`src/rtl/uart_mmio_bridge_pkg.sv`:
```
// Shared types and constants for the UART MMIO bridge.
package uart_bridge_pkg;

  localparam int unsigned XLEN     = 64;
  localparam int unsigned LANES    = 8;
  localparam int unsigned WIN_BITS = 8;

  typedef enum logic [2:0] {
    StIdle,
    StWrite,
    StRead,
    StCapture,
    StResp
  } state_e;

  // Index of the lowest set bit; 0 when the mask is empty.
  function automatic logic [2:0] lane_of(input logic [LANES-1:0] mask);
    logic [2:0] lane;
    lane = '0;
    for (int i = int'(LANES) - 1; i >= 0; i--) begin
      if (mask[i]) lane = 3'(i);
    end
    return lane;
  endfunction

endpackage

```
`src/rtl/uart_mmio_bridge_if.sv`:
```
// CPU-side valid/ready request/response bus of the UART bridge.
interface uart_mmio_bridge_if;
  import uart_bridge_pkg::*;

  logic                req_valid;
  logic                req_ready;
  logic [XLEN-1:0]     req_addr;
  logic                req_wen;
  logic [XLEN-1:0]     req_wdata;
  logic [LANES-1:0]    req_wmask;
  logic                resp_valid;
  logic                resp_ready;
  logic [XLEN-1:0]     resp_rdata;

  modport master (
    output req_valid, req_addr, req_wen, req_wdata, req_wmask, resp_ready,
    input  req_ready, resp_valid, resp_rdata
  );

  modport slave (
    input  req_valid, req_addr, req_wen, req_wdata, req_wmask, resp_ready,
    output req_ready, resp_valid, resp_rdata
  );

endinterface

```
`src/rtl/uart_mmio_bridge_mask_scan.sv`:
```
// Lowest-set-bit encoder used to pick the next byte lane to write.
module uart_mask_scan
  import uart_bridge_pkg::*;
(
  input  logic [LANES-1:0] i_mask,
  output logic [2:0]       o_lane,
  output logic             o_any
);

  // Pure decode of the remaining byte-enable mask.
  always_comb begin
    o_lane = lane_of(i_mask);
    o_any  = |i_mask;
  end

endmodule

```
`src/rtl/uart_mmio_bridge.sv`:
```
// Serializes 64-bit MMIO requests into single-byte UART model strobes.
module uart_mmio_bridge
  import uart_bridge_pkg::*;
(
  input  logic                clk,
  input  logic                reset,
  uart_mmio_bridge_if.slave   bus,
  output logic                o_uart_wen,
  output logic [7:0]          o_uart_waddr,
  output logic [7:0]          o_uart_wdata,
  output logic                o_uart_ren,
  output logic [7:0]          o_uart_raddr,
  input  logic [XLEN-1:0]     i_uart_rdata
);

  state_e              r_state;
  logic [WIN_BITS-1:0] r_addr;
  logic [XLEN-1:0]     r_wdata;
  logic [LANES-1:0]    r_mask;
  logic                r_req_ready;
  logic                r_resp_valid;
  logic [XLEN-1:0]     r_resp_rdata;
  logic                r_uart_wen;
  logic [7:0]          r_uart_waddr;
  logic [7:0]          r_uart_wdata;
  logic                r_uart_ren;
  logic [7:0]          r_uart_raddr;

  logic [LANES-1:0]    w_scan_mask;
  logic [WIN_BITS-1:0] w_addr_src;
  logic [XLEN-1:0]     w_wdata_src;
  logic [2:0]          w_lane;
  logic                w_any;
  logic [LANES-1:0]    w_mask_rest;
  logic [7:0]          w_waddr;
  logic [7:0]          w_wbyte;
  logic                w_unused;

  // Only the register window and the low read byte matter.
  assign w_unused = ^{bus.req_addr[XLEN-1:WIN_BITS], i_uart_rdata[XLEN-1:8]};

  // In IDLE the first lane is taken straight from the request so the first
  // strobe lands in the cycle after acceptance; afterwards from the latched copy.
  always_comb begin
    w_scan_mask = r_mask;
    w_addr_src  = r_addr;
    w_wdata_src = r_wdata;
    if (r_state == StIdle) begin
      w_scan_mask = bus.req_wmask;
      w_addr_src  = bus.req_addr[WIN_BITS-1:0];
      w_wdata_src = bus.req_wdata;
    end
  end

  uart_mask_scan u_mask_scan (
    .i_mask (w_scan_mask),
    .o_lane (w_lane),
    .o_any  (w_any)
  );

  // Next byte write derived from the selected lane.
  always_comb begin
    w_mask_rest = w_scan_mask & ~(8'b1 << w_lane);
    w_waddr     = {w_addr_src[7:3], w_lane};
    w_wbyte     = w_wdata_src[{w_lane, 3'b000} +: 8];
  end

  // Bridge FSM with registered outputs.
  always_ff @(posedge clk or posedge reset) begin
    if (reset) begin
      r_state      <= StIdle;
      r_addr       <= '0;
      r_wdata      <= '0;
      r_mask       <= '0;
      r_req_ready  <= 1'b1;
      r_resp_valid <= 1'b0;
      r_resp_rdata <= '0;
      r_uart_wen   <= 1'b0;
      r_uart_waddr <= '0;
      r_uart_wdata <= '0;
      r_uart_ren   <= 1'b0;
      r_uart_raddr <= '0;
    end else begin
      unique case (r_state)
        StIdle: begin
          if (bus.req_valid) begin
            r_addr      <= bus.req_addr[WIN_BITS-1:0];
            r_wdata     <= bus.req_wdata;
            r_req_ready <= 1'b0;
            if (bus.req_wen) begin
              if (w_any) begin
                r_state      <= StWrite;
                r_uart_wen   <= 1'b1;
                r_uart_waddr <= w_waddr;
                r_uart_wdata <= w_wbyte;
                r_mask       <= w_mask_rest;
              end else begin
                r_state      <= StResp;
                r_resp_valid <= 1'b1;
                r_resp_rdata <= '0;
              end
            end else begin
              r_state      <= StRead;
              r_uart_ren   <= 1'b1;
              r_uart_raddr <= bus.req_addr[7:0];
            end
          end
        end
        StWrite: begin
          if (w_any) begin
            r_uart_wen   <= 1'b1;
            r_uart_waddr <= w_waddr;
            r_uart_wdata <= w_wbyte;
            r_mask       <= w_mask_rest;
          end else begin
            r_state      <= StResp;
            r_uart_wen   <= 1'b0;
            r_uart_waddr <= '0;
            r_uart_wdata <= '0;
            r_resp_valid <= 1'b1;
            r_resp_rdata <= '0;
          end
        end
        StRead: begin
          r_state      <= StCapture;
          r_uart_ren   <= 1'b0;
          r_uart_raddr <= '0;
        end
        StCapture: begin
          r_state      <= StResp;
          r_resp_valid <= 1'b1;
          r_resp_rdata <= XLEN'(i_uart_rdata[7:0]) << {r_addr[2:0], 3'b000};
        end
        StResp: begin
          if (bus.resp_ready) begin
            r_state      <= StIdle;
            r_resp_valid <= 1'b0;
            r_resp_rdata <= '0;
            r_req_ready  <= 1'b1;
          end
        end
        default: r_state <= StIdle;
      endcase
    end
  end

  assign bus.req_ready  = r_req_ready;
  assign bus.resp_valid = r_resp_valid;
  assign bus.resp_rdata = r_resp_rdata;
  assign o_uart_wen     = r_uart_wen;
  assign o_uart_waddr   = r_uart_waddr;
  assign o_uart_wdata   = r_uart_wdata;
  assign o_uart_ren     = r_uart_ren;
  assign o_uart_raddr   = r_uart_raddr;

endmodule

```
`src/flat_wrapper.sv`:
```
// flat-port wrapper written by rule: the top's interface ports become plain ports
module uart_mmio_bridge_flat import uart_bridge_pkg::*;
  (clk, reset, o_uart_wen, o_uart_waddr, o_uart_wdata, o_uart_ren, o_uart_raddr, i_uart_rdata, bus_req_valid, bus_req_addr, bus_req_wen, bus_req_wdata, bus_req_wmask, bus_resp_ready, bus_req_ready, bus_resp_valid, bus_resp_rdata);
  uart_mmio_bridge_if bus_i ();
  input  logic clk;
  input  logic reset;
  output logic o_uart_wen;
  output logic [7:0] o_uart_waddr;
  output logic [7:0] o_uart_wdata;
  output logic o_uart_ren;
  output logic [7:0] o_uart_raddr;
  input  logic [XLEN-1:0] i_uart_rdata;
  input wire logic [$bits(bus_i.req_valid)-1:0] bus_req_valid;
  input wire logic [$bits(bus_i.req_addr)-1:0] bus_req_addr;
  input wire logic [$bits(bus_i.req_wen)-1:0] bus_req_wen;
  input wire logic [$bits(bus_i.req_wdata)-1:0] bus_req_wdata;
  input wire logic [$bits(bus_i.req_wmask)-1:0] bus_req_wmask;
  input wire logic [$bits(bus_i.resp_ready)-1:0] bus_resp_ready;
  output wire logic [$bits(bus_i.req_ready)-1:0] bus_req_ready;
  output wire logic [$bits(bus_i.resp_valid)-1:0] bus_resp_valid;
  output wire logic [$bits(bus_i.resp_rdata)-1:0] bus_resp_rdata;
  assign bus_i.req_valid = bus_req_valid;
  assign bus_i.req_addr = bus_req_addr;
  assign bus_i.req_wen = bus_req_wen;
  assign bus_i.req_wdata = bus_req_wdata;
  assign bus_i.req_wmask = bus_req_wmask;
  assign bus_i.resp_ready = bus_resp_ready;
  assign bus_req_ready = bus_i.req_ready;
  assign bus_resp_valid = bus_i.resp_valid;
  assign bus_resp_rdata = bus_i.resp_rdata;
  uart_mmio_bridge u_core (.clk(clk), .reset(reset), .bus(bus_i), .o_uart_wen(o_uart_wen), .o_uart_waddr(o_uart_waddr), .o_uart_wdata(o_uart_wdata), .o_uart_ren(o_uart_ren), .o_uart_raddr(o_uart_raddr), .i_uart_rdata(i_uart_rdata));
endmodule
```
`config.mk`:
```
export PLATFORM = sky130hd
export DESIGN_NAME = uart_mmio_bridge_flat
export DESIGN_NICKNAME = d
export VERILOG_FILES = /design/src/rtl/uart_mmio_bridge_pkg.sv /design/src/rtl/uart_mmio_bridge_if.sv /design/src/rtl/uart_mmio_bridge_mask_scan.sv /design/src/rtl/uart_mmio_bridge.sv /design/src/flat_wrapper.sv
export SDC_FILE = /design/constraint.sdc
export NUM_CORES = 1
export LEC_CHECK = 0
export CORE_MARGIN = 2
export CORE_UTILIZATION = 50
export CTS_BUF_LIST = sky130_fd_sc_hd__clkbuf_8
export CTS_CLUSTER_DIAMETER = 80
export CTS_CLUSTER_SIZE = 25
export DETAILED_ROUTE_END_ITERATION = 16
export PLACE_DENSITY = 0.88
export SYNTH_ARGS = -nofsm -noshare
export SYNTH_HDL_FRONTEND = slang
export SYNTH_SLANG_ARGS = --single-unit
```
`constraint.sdc`:
```
create_clock -name clk -period 12.9 [get_ports clk]
set_input_delay 1.29 -clock clk [delete_from_list [all_inputs] [get_ports clk]]
set_output_delay 1.29 -clock clk [all_outputs]
set_load 0.01 [all_outputs]
```
==> out/results.txt, run 1 <==
syn avg cell area - 12.5 µm²
layout cell share with drive strength beyond 1 - 17.0%
Crit Path Category - in -> reg
EDFF count, synth - 0
Fillers - 1209
crit start category - primary input
gpl congestion - 0.903
Syn-to-layout area delta - 29.0%
HP Class - reg -> reg
Final Util - 66.1%
CP Capture Type - flop
Avg Vias per Cell - 5.92
DIE AREA - 17300 µm²
Synth Instances - 652
post-synthesis sequential area ratio - 53.8%
CTS tree - yes
via count - 6193
status - finished, final reports clean
number of H-tree levels - 4
ys flop type - dfrtp_1
unrepaired setup endpoints after global routing - no
fmax - 0.266 GHz
max-slew violations - 0
clock period minus worst slack - 3.76 ns
Hold Fails Final Rpt - 0
Hold-fix buffers, CTS - 0
Mapped Area - 8150 µm²
die height - 132 µm
Yosys cell types - 48
DRC marker count from the first detailed-route iteration - 620
initial antenna violation count - 1
GR Util All Layers - 25.2%
LEAKAGE - 4.48 nW
Rows - 46
Post-CTS Setup Repair Bufs - 0
Mapped Nets - 857
Placed Instances - 1013
worst-case clock buffer depth - 2
hold_ws - 0.492 ns
pre-CTS WS - 8.72 ns
grt ovf - 0
Clock transition at path regs - 0.10 ns
arrival time worst endpoint - 4.11 ns
synth warn - 0
post-synthesis register bit count - 175
async set or reset register ratio after synthesis - 100%
Maximum Capacitance Violations - 0
Setup WS post-layout - 9.14 ns
core area - 15900 µm²
Post-layout nets - 1021
Max-slew headroom - 19.8%
largest net degree at the start of global routing - 105
commonest non-fill, non-tap cell in the layout - clkdlybuf4s50_1
Port Buf Inserts - 184
setup TNS - 0 ns
hpwl dp - 14.7 mm
vias in the first global route - 6178
# clock sinks - 175
pwr dens - 264 nW/µm²
Max Fanout on Critical Path - 64
final setup fails - 0
Starting Density - 51.3%
ANT nets after route - 0
final period utilization - 29.2%
Worst-Skew Late Latency - 0.47 ns
cts bufs inserted - 17
CTS root buf - clkbuf_8
Finished Layout Cells - 1046
Ports - 297
global-route wire length before repair - 34.2 mm
final WL - 21.4 mm
Die X - 132 µm
Critical Path RT - 13.25 ns
most frequent cells in the layout - 184 x clkdlybuf4s50_1, 174 x dfrtp_1, 87 x mux2_2
routed len/inst - 20.5 µm
Final Skew - 0.0168 ns
router iterations before antenna repair - 4
# DRC - 0
Worst Tran Pin Value - 1.20 ns
cts repair resizes - 0
Peak VDD IR - 0.160 mV
## kinds of logic (layout without fill, tap and decap cells)
kind of cell	count (synthesis)	in the layout	synth area share (%)
AO/OA/AOI/OAI	168	168	16.3
buffers and inverters	56	233	3.76
flip-flops	175	175	53.8
multiplexers	142	142	18.8
other	0	1	0
AND/OR/NAND/NOR	111	111	7.33
## per-layer routing
| metal | up-vias | global-route usage, % | wire length, µm |
|---|---|---|---|
| met1 | 3169 | 34.5 | 9330 |
| met4 | 0 | 9.18 | 467 |
| li1 | 2780 | - | - |
| met3 | 31 | 4.71 | 1260 |
| met5 | - | 0 | 0 |
| met2 | 213 | 40.1 | 10400 |
## where the power goes
part / switching, mW / leakage (nW) / total [mW] / internal, mW
clock: 0.225 / 0.210 / 0.408 / 0.183
combinational: 0.681 / 2.06 / 1.40 / 0.714
sequential: 0.168 / 2.21 / 0.969 / 0.801
## registers in the layout (all words and copies together), names as in the netlist
signal                 cells
u_core.bus.req_ready       1
u_core.bus.resp_rdata     64
u_core.bus.resp_valid      1
u_core.o_uart_raddr        8
u_core.o_uart_ren          1
u_core.o_uart_waddr        8
u_core.o_uart_wdata        8
u_core.o_uart_wen          1
u_core.r_addr              8
u_core.r_mask              8
u_core.r_state             3
u_core.r_wdata            64
## final timing paths
kind,depth (start not counted),slack [ns],start,end
min reg2reg,1,0.49,u_core.o_uart_waddr[2]$_DFFE_PP0P_,u_core.o_uart_waddr[2]$_DFFE_PP0P_
min,1,0.49,u_core.o_uart_waddr[2]$_DFFE_PP0P_,u_core.o_uart_waddr[2]$_DFFE_PP0P_
max,7,9.14,bus_req_wmask[0],u_core.bus.resp_rdata[40]$_DFFE_PP0P_
max in group asynchronous,3,10.05,reset,u_core.bus.resp_rdata[27]$_DFFE_PP0P_
max reg2reg,7,9.62,u_core.r_state[0]$_DFFE_PP0P_,u_core.bus.resp_rdata[38]$_DFFE_PP0P_
min in group asynchronous,2,1.40,reset,u_core.r_wdata[59]$_DFFE_PP0P_
## worst max-delay path, cell delays in order
cell and delay (ns):
clkdlybuf4s50_1 0.65, nor4_4 0.61, nand4_2 0.26, a21oi_1 0.20
o21bai_1 0.09, a21o_2 0.58, a22o_1 0.39
## per-stage QoR
| stage | cell area, µm² | power (mW) |
|---|---|---|
| detailed placement | 10100 | 2.36 |
| global placement | 10100 | 2.32 |
| floorplan | 8150 | 1.86 |
| CTS | 10500 | 2.77 |
| global route | 10500 | 2.94 |
| finish | 10500 | 2.77 |
## synth_stat cells, drive strengths merged, types with 9 or more instances
master | n | area share, %
a21oi | 17 | 1.0
nor3 | 20 | 1.3
nor2 | 24 | 1.1
a221oi | 18 | 2.0
mux2 | 88 | 12
nand2 | 24 | 1.1
o21ai | 23 | 1.5
dfrtp | 174 | 53
buf | 39 | 3.0
a22o | 74 | 8.0
nor2b | 17 | 1.3
inv | 9 | 0.41
mux2i | 54 | 6.6
## layout make-up
class / instances / area [µm²] / share of cell area, %
Sequential cell: 175 / 4380 / 41.7
Multi-Input combinational cell: 421 / 3490 / 33.2
Timing Repair Buffer: 192 / 1900 / 18.1
Tap cell: 216 / 270 / 2.57
Clock buffer: 17 / 234 / 2.23
Clock inverter: 15 / 191 / 1.82
Inverter: 9 / 38.8 / 0.369
Antenna cell: 1 / 2.50 / 0.0238
(Power assumes the default switching activity.)
==> run 2: changes to the inputs <==
--- a/config.mk
+++ b/config.mk
@@ -6,12 +6,12 @@
 export NUM_CORES = 1
 export LEC_CHECK = 0
 export CORE_MARGIN = 2
-export CORE_UTILIZATION = 50
+export CORE_UTILIZATION = 46
 export CTS_BUF_LIST = sky130_fd_sc_hd__clkbuf_8
 export CTS_CLUSTER_DIAMETER = 80
 export CTS_CLUSTER_SIZE = 25
 export DETAILED_ROUTE_END_ITERATION = 16
-export PLACE_DENSITY = 0.88
+export PLACE_DENSITY = 0.82
 export SYNTH_ARGS = -nofsm -noshare
 export SYNTH_HDL_FRONTEND = slang
 export SYNTH_SLANG_ARGS = --single-unit
==> constraint.sdc (replaced) <==
create_clock -name clk -period 3.6 [get_ports clk]
set_input_delay 0.36 -clock clk [delete_from_list [all_inputs] [get_ports clk]]
set_output_delay 0.36 -clock clk [all_outputs]
set_load 0.01 [all_outputs]
==> out/results.txt, run 2 (same netlist as run 1, synthesis figures left out) <==
cts bufs inserted - 17
Finished Layout Cells - 1063
Final Util - 61.3%
initial antenna violation count - 0
Final Skew - 0.0148 ns
Setup WS post-layout - 0.716 ns
core area - 17300 µm²
Gate power share - 50.5%
largest net degree at the start of global routing - 101
die height - 137 µm
grt ovf - 0
clock period minus worst slack - 2.88 ns
cts repair resizes - 0
Crit Path Category - reg -> reg
Reg area - 4380 µm²
Max Fanout on Critical Path - 64
Syn-to-layout area delta - 30.2%
LEAKAGE - 4.53 nW
# clock sinks - 175
arrival time worst endpoint - 3.28 ns
Peak VDD IR - 0.459 mV
unrepaired setup endpoints after global routing - no
routed len/inst - 19.9 µm
max-slew violations - 0
fmax - 0.347 GHz
Hold-fix buffers, CTS - 0
Multi-input gate area - 3490 µm²
final WL - 21.2 mm
dpl cell area - 10200 µm²
commonest non-fill, non-tap cell in the layout - clkdlybuf4s50_1
Post-layout nets - 1030
pwr dens - 939 nW/µm²
ANT nets after route - 0
Antenna Cells - 0
RR Startpoint - u_core.r_state[0]$_DFFE_PP0P_
DIE AREA - 18800 µm²
Fillers - 1442
# DRC - 0
Placed Instances - 1031
Critical Path RT - 4.00 ns
worst-case clock buffer depth - 2
Die X - 137 µm
Worst-Skew Late Latency - 0.46 ns
Maximum Capacitance Violations - 0
Critical Path End - u_core.bus.resp_rdata[34]$_DFFE_PP0P_
Hold Fails Final Rpt - 0
via count - 6151
layout cell share with drive strength beyond 1 - 17.9%
GR Util All Layers - 23.3%
setup TNS - 0 ns
crit start category - flop
gpl congestion - 0.935
Max-slew headroom - 22.0%
Starting Density - 47.1%
number of H-tree levels - 4
r2r setup slk - 0.72 ns
pre-CTS WS - 0.592 ns
worst setup path startpoint - u_core.r_state[0]$_DFFE_PP0P_
hpwl dp - 15.0 mm
vias in the first global route - 6085
RR Endpoint - u_core.bus.resp_rdata[34]$_DFFE_PP0P_
Flop pwr share - 34.9%
CTS root buf - clkbuf_8
global-route wire length before repair - 33.3 mm
Sw Ratio - 38.4%
DRC marker count from the first detailed-route iteration - 375
HP Class - in -> async
status - finished, final reports clean
CTS tree - yes
final instance area - 10600 µm²
R2R cell count - 6
Rows - 48
Avg Vias per Cell - 5.79
Ports - 297
Worst Tran Pin Value - 1.17 ns
CP Capture Type - flop
Port Buf Inserts - 184
Clk pwr share - 14.5%
Clock transition at path regs - 0.11 ns
final setup fails - 0
final period utilization - 80.1%
net switching power - 3.82 mW
internal power - 6.13 mW
router iterations before antenna repair - 5
most frequent cells in the layout - 184 x clkdlybuf4s50_1, 174 x dfrtp_1, 87 x mux2_2
Post-CTS Setup Repair Bufs - 0
run 2: critical path, stage by stage (launching register included):
cell     delay, ns
dfrtp_1       0.55
or3_1         0.58
nand3_1       0.20
nand2_1       0.13
o21ai_1       0.13
a21o_2        0.90
a22o_1        0.28
run 2: final cells by class:
cell class / count / area share [%]
Clock buffer: 17 / 2.21
Clock inverter: 15 / 1.84
Inverter: 9 / 0.354
Multi-Input combinational cell: 421 / 32.9
Sequential cell: 175 / 41.3
Tap cell: 225 / 2.65
Timing Repair Buffer: 201 / 18.8
run 2: layer usage:
| metal | part of all wire, % | up-vias | GRT usage (%) |
|---|---|---|---|
| li1 | - | 2807 | - |
| met1 | 46 | 3083 | 33.4 |
| met5 | 0 | - | 0 |
| met3 | 5.7 | 43 | 5.26 |
| met2 | 46 | 218 | 34.6 |
| met4 | 2.5 | 0 | 8.53 |
run 2: worst min-delay path by stage:
stage	start	to	cells past startpoint
floorplan	bus_resp_ready	u_core.r_state[2]$_DFFE_PP0P_	1
global placement	u_core.o_uart_ren$_DFFE_PP0P_	u_core.o_uart_ren$_DFFE_PP0P_	1
detailed placement	u_core.o_uart_wen$_DFFE_PP0P_	u_core.o_uart_wen$_DFFE_PP0P_	1
CTS	reset	u_core.bus.resp_rdata[39]$_DFFE_PP0P_	3
global route	reset	u_core.bus.resp_rdata[34]$_DFFE_PP0P_	3
finish	reset	u_core.bus.resp_rdata[39]$_DFFE_PP0P_	3
run 2: stage by stage:
step	power [mW]	hold WS (ns)
floorplan	6.66	0.467
global placement	8.39	0.464
detailed placement	8.51	0.466
CTS	9.98	0.392
global route	10.6	0.400
finish	9.96	0.378
run 2: power groups by stage:
| stage | registers [mW] | logic, mW | clock network (mW) |
|---|---|---|---|
| after floorplan | 3.53 | 3.13 | 0 |
| after global placement | 3.47 | 4.92 | 0 |
| after detailed placement | 3.50 | 5.01 | 0 |
| after CTS | 3.47 | 5.03 | 1.49 |
| after global routing | 3.58 | 5.41 | 1.58 |
| final | 3.48 | 5.03 | 1.45 |
==> run 3: changes to the inputs <==
--- a/config.mk
+++ b/config.mk
@@ -6,12 +6,12 @@
 export NUM_CORES = 1
 export LEC_CHECK = 0
 export CORE_MARGIN = 2
-export CORE_UTILIZATION = 46
+export CORE_UTILIZATION = 42
 export CTS_BUF_LIST = sky130_fd_sc_hd__clkbuf_8
 export CTS_CLUSTER_DIAMETER = 80
 export CTS_CLUSTER_SIZE = 25
 export DETAILED_ROUTE_END_ITERATION = 16
-export PLACE_DENSITY = 0.82
+export PLACE_DENSITY = 0.79
 export SYNTH_ARGS = -nofsm -noshare
 export SYNTH_HDL_FRONTEND = slang
 export SYNTH_SLANG_ARGS = --single-unit
==> constraint.sdc (replaced) <==
create_clock -name clk -period 2.4 [get_ports clk]
set_input_delay 0.24 -clock clk [delete_from_list [all_inputs] [get_ports clk]]
set_output_delay 0.24 -clock clk [all_outputs]
set_load 0.01 [all_outputs]
==> out/results.txt, run 3 (same netlist as run 1, synthesis figures left out) <==
Clock transition at path regs - 0.11 ns
fmax - 0.425 GHz
Final Skew - 0.0201 ns
R2R cell count - 6
Placed Instances - 1116
router iterations before antenna repair - 7
Port Buf Inserts - 184
clock period minus worst slack - 2.35 ns
RR Endpoint - u_core.o_uart_wdata[4]$_DFFE_PP0P_
LEAKAGE - 4.78 nW
most frequent cells in the layout - 184 x clkdlybuf4s50_1, 174 x dfrtp_1, 87 x mux2_2
Post-layout nets - 1080
Starting Density - 43.1%
routed len/inst - 19.4 µm
Reg area - 4380 µm²
final setup fails - 0
Finished Layout Cells - 1148
worst setup path startpoint - u_core.r_state[0]$_DFFE_PP0P_
status - finished, final reports clean
# DRC - 0
DIE AREA - 20500 µm²
pwr dens - 1400 nW/µm²
max-slew violations - 0
grt ovf - 0
gpl congestion - 0.886
Antenna Cells - 0
GR Util All Layers - 22.0%
Setup WS post-layout - 0.0491 ns
crit start category - flop
Critical Path RT - 2.77 ns
dpl cell area - 10600 µm²
Peak VDD IR - 0.857 mV
hpwl dp - 15.7 mm
unrepaired setup endpoints after global routing - no
Crit Path Category - reg -> reg
Maximum Capacitance Violations - 0
die height - 143 µm
DRC marker count from the first detailed-route iteration - 442
Max Fanout on Critical Path - 8
via count - 6390
hold_ws - 0.250 ns
final WL - 22.3 mm
cts repair resizes - 0
initial antenna violation count - 0
CP Capture Type - flop
Overall Power - 15.5 mW
CP max stage delay - 0.50 ns
# clock sinks - 175
number of H-tree levels - 4
r2r setup slk - 0.05 ns
HP Class - in -> async
final period utilization - 98.0%
Rows - 50
final instance area - 11100 µm²
vias in the first global route - 6372
Worst-Skew Late Latency - 0.48 ns
commonest non-fill, non-tap cell in the layout - clkdlybuf4s50_1
CTS tree - yes
Fillers - 1585
Die X - 143 µm
Critical Path, Cell by Cell - or4_4 > o32a_1 > o21ai_2 > a221oi_1 > buf_4 > a221o_1
CP max stage cell - or4_4
Max-slew headroom - 48.5%
CTS root buf - clkbuf_8
Worst Tran Pin Value - 0.772 ns
Post-CTS Setup Repair Bufs - 0
Avg Vias per Cell - 5.57
Hold Fails Final Rpt - 0
global-route wire length before repair - 34.6 mm
pre-CTS WS - -0.237 ns
Syn-to-layout area delta - 35.8%
Multi-input gate area - 3510 µm²
Ports - 297
cts bufs inserted - 17
core area - 18900 µm²
RR Startpoint - u_core.r_state[0]$_DFFE_PP0P_
layout cell share with drive strength beyond 1 - 23.0%
Hold-fix buffers, CTS - 0
ANT nets after route - 0
worst-case clock buffer depth - 2
largest net degree at the start of global routing - 86
arrival time worst endpoint - 2.72 ns
-- run 3: cell types whose count changed in the layout (fill, tap and decap cells not counted), sizes merged --
cell    change
inv         +2
bufinv      -2
buf        +50
-- run 3: metrics by stage --
stage          utilization, %  TNS [ns]
6_report                 58.5         0
5_1_grt                  58.5         0
4_1_cts                  58.4         0
3_5_place_dp             56.4     -7.51
3_3_place_gp             56.4     -7.79
2_1_floorplan               -    -13.54
-- run 3: layout make-up --
type / instances / share of cell area [%]
Clock inverter: 15 / 1.31
Clock buffer: 17 / 2.12
Multi-Input combinational cell: 421 / 31.7
Inverter: 9 / 0.339
Timing Repair Buffer: 251 / 21.9
Tap cell: 260 / 2.94
Sequential cell: 175 / 39.6
-- run 3: per-layer routing --
metal	up-vias	wire length [µm]	track usage (%)
li1	2898	-	-
met1	3198	9870	30.3
met2	241	10300	33.6
met3	53	1410	4.73
met4	0	645	9.49
met5	-	0	0
-- run 3: worst max-delay path: cells and delay by family, from the launching register on --
kind                   cells  cell delay (ns)
AND/OR/NAND/NOR            1             0.50
AO/OA/AOI/OAI              4             1.11
buffers and inverters      1             0.18
flip-flops                 1             0.44
-- run 3: how the worst max path moves through the flow --
| stage | endpoint | slack, ns |
|---|---|---|
| after floorplan | u_core.bus.resp_rdata[0]$_DFFE_PP0P_ | -0.08 |
| after global routing | u_core.o_uart_wdata[4]$_DFFE_PP0P_ | 0.003 |
| after CTS | u_core.o_uart_wdata[4]$_DFFE_PP0P_ | 0.08 |
| after detailed placement | u_core.o_uart_wdata[4]$_DFFE_PP0P_ | -0.24 |
| final | u_core.o_uart_wdata[4]$_DFFE_PP0P_ | 0.05 |
| after global placement | u_core.o_uart_wdata[4]$_DFFE_PP0P_ | -0.22 |
-- run 3: where the power goes --
part | internal (mW) | switching, mW | total [mW] | leakage, nW
clock | 0.769 | 1.24 | 2.01 | 0.188
combinational | 4.47 | 3.87 | 8.34 | 2.38
sequential | 4.31 | 0.830 | 5.14 | 2.21
total | 9.54 | 5.94 | 15.5 | 4.78
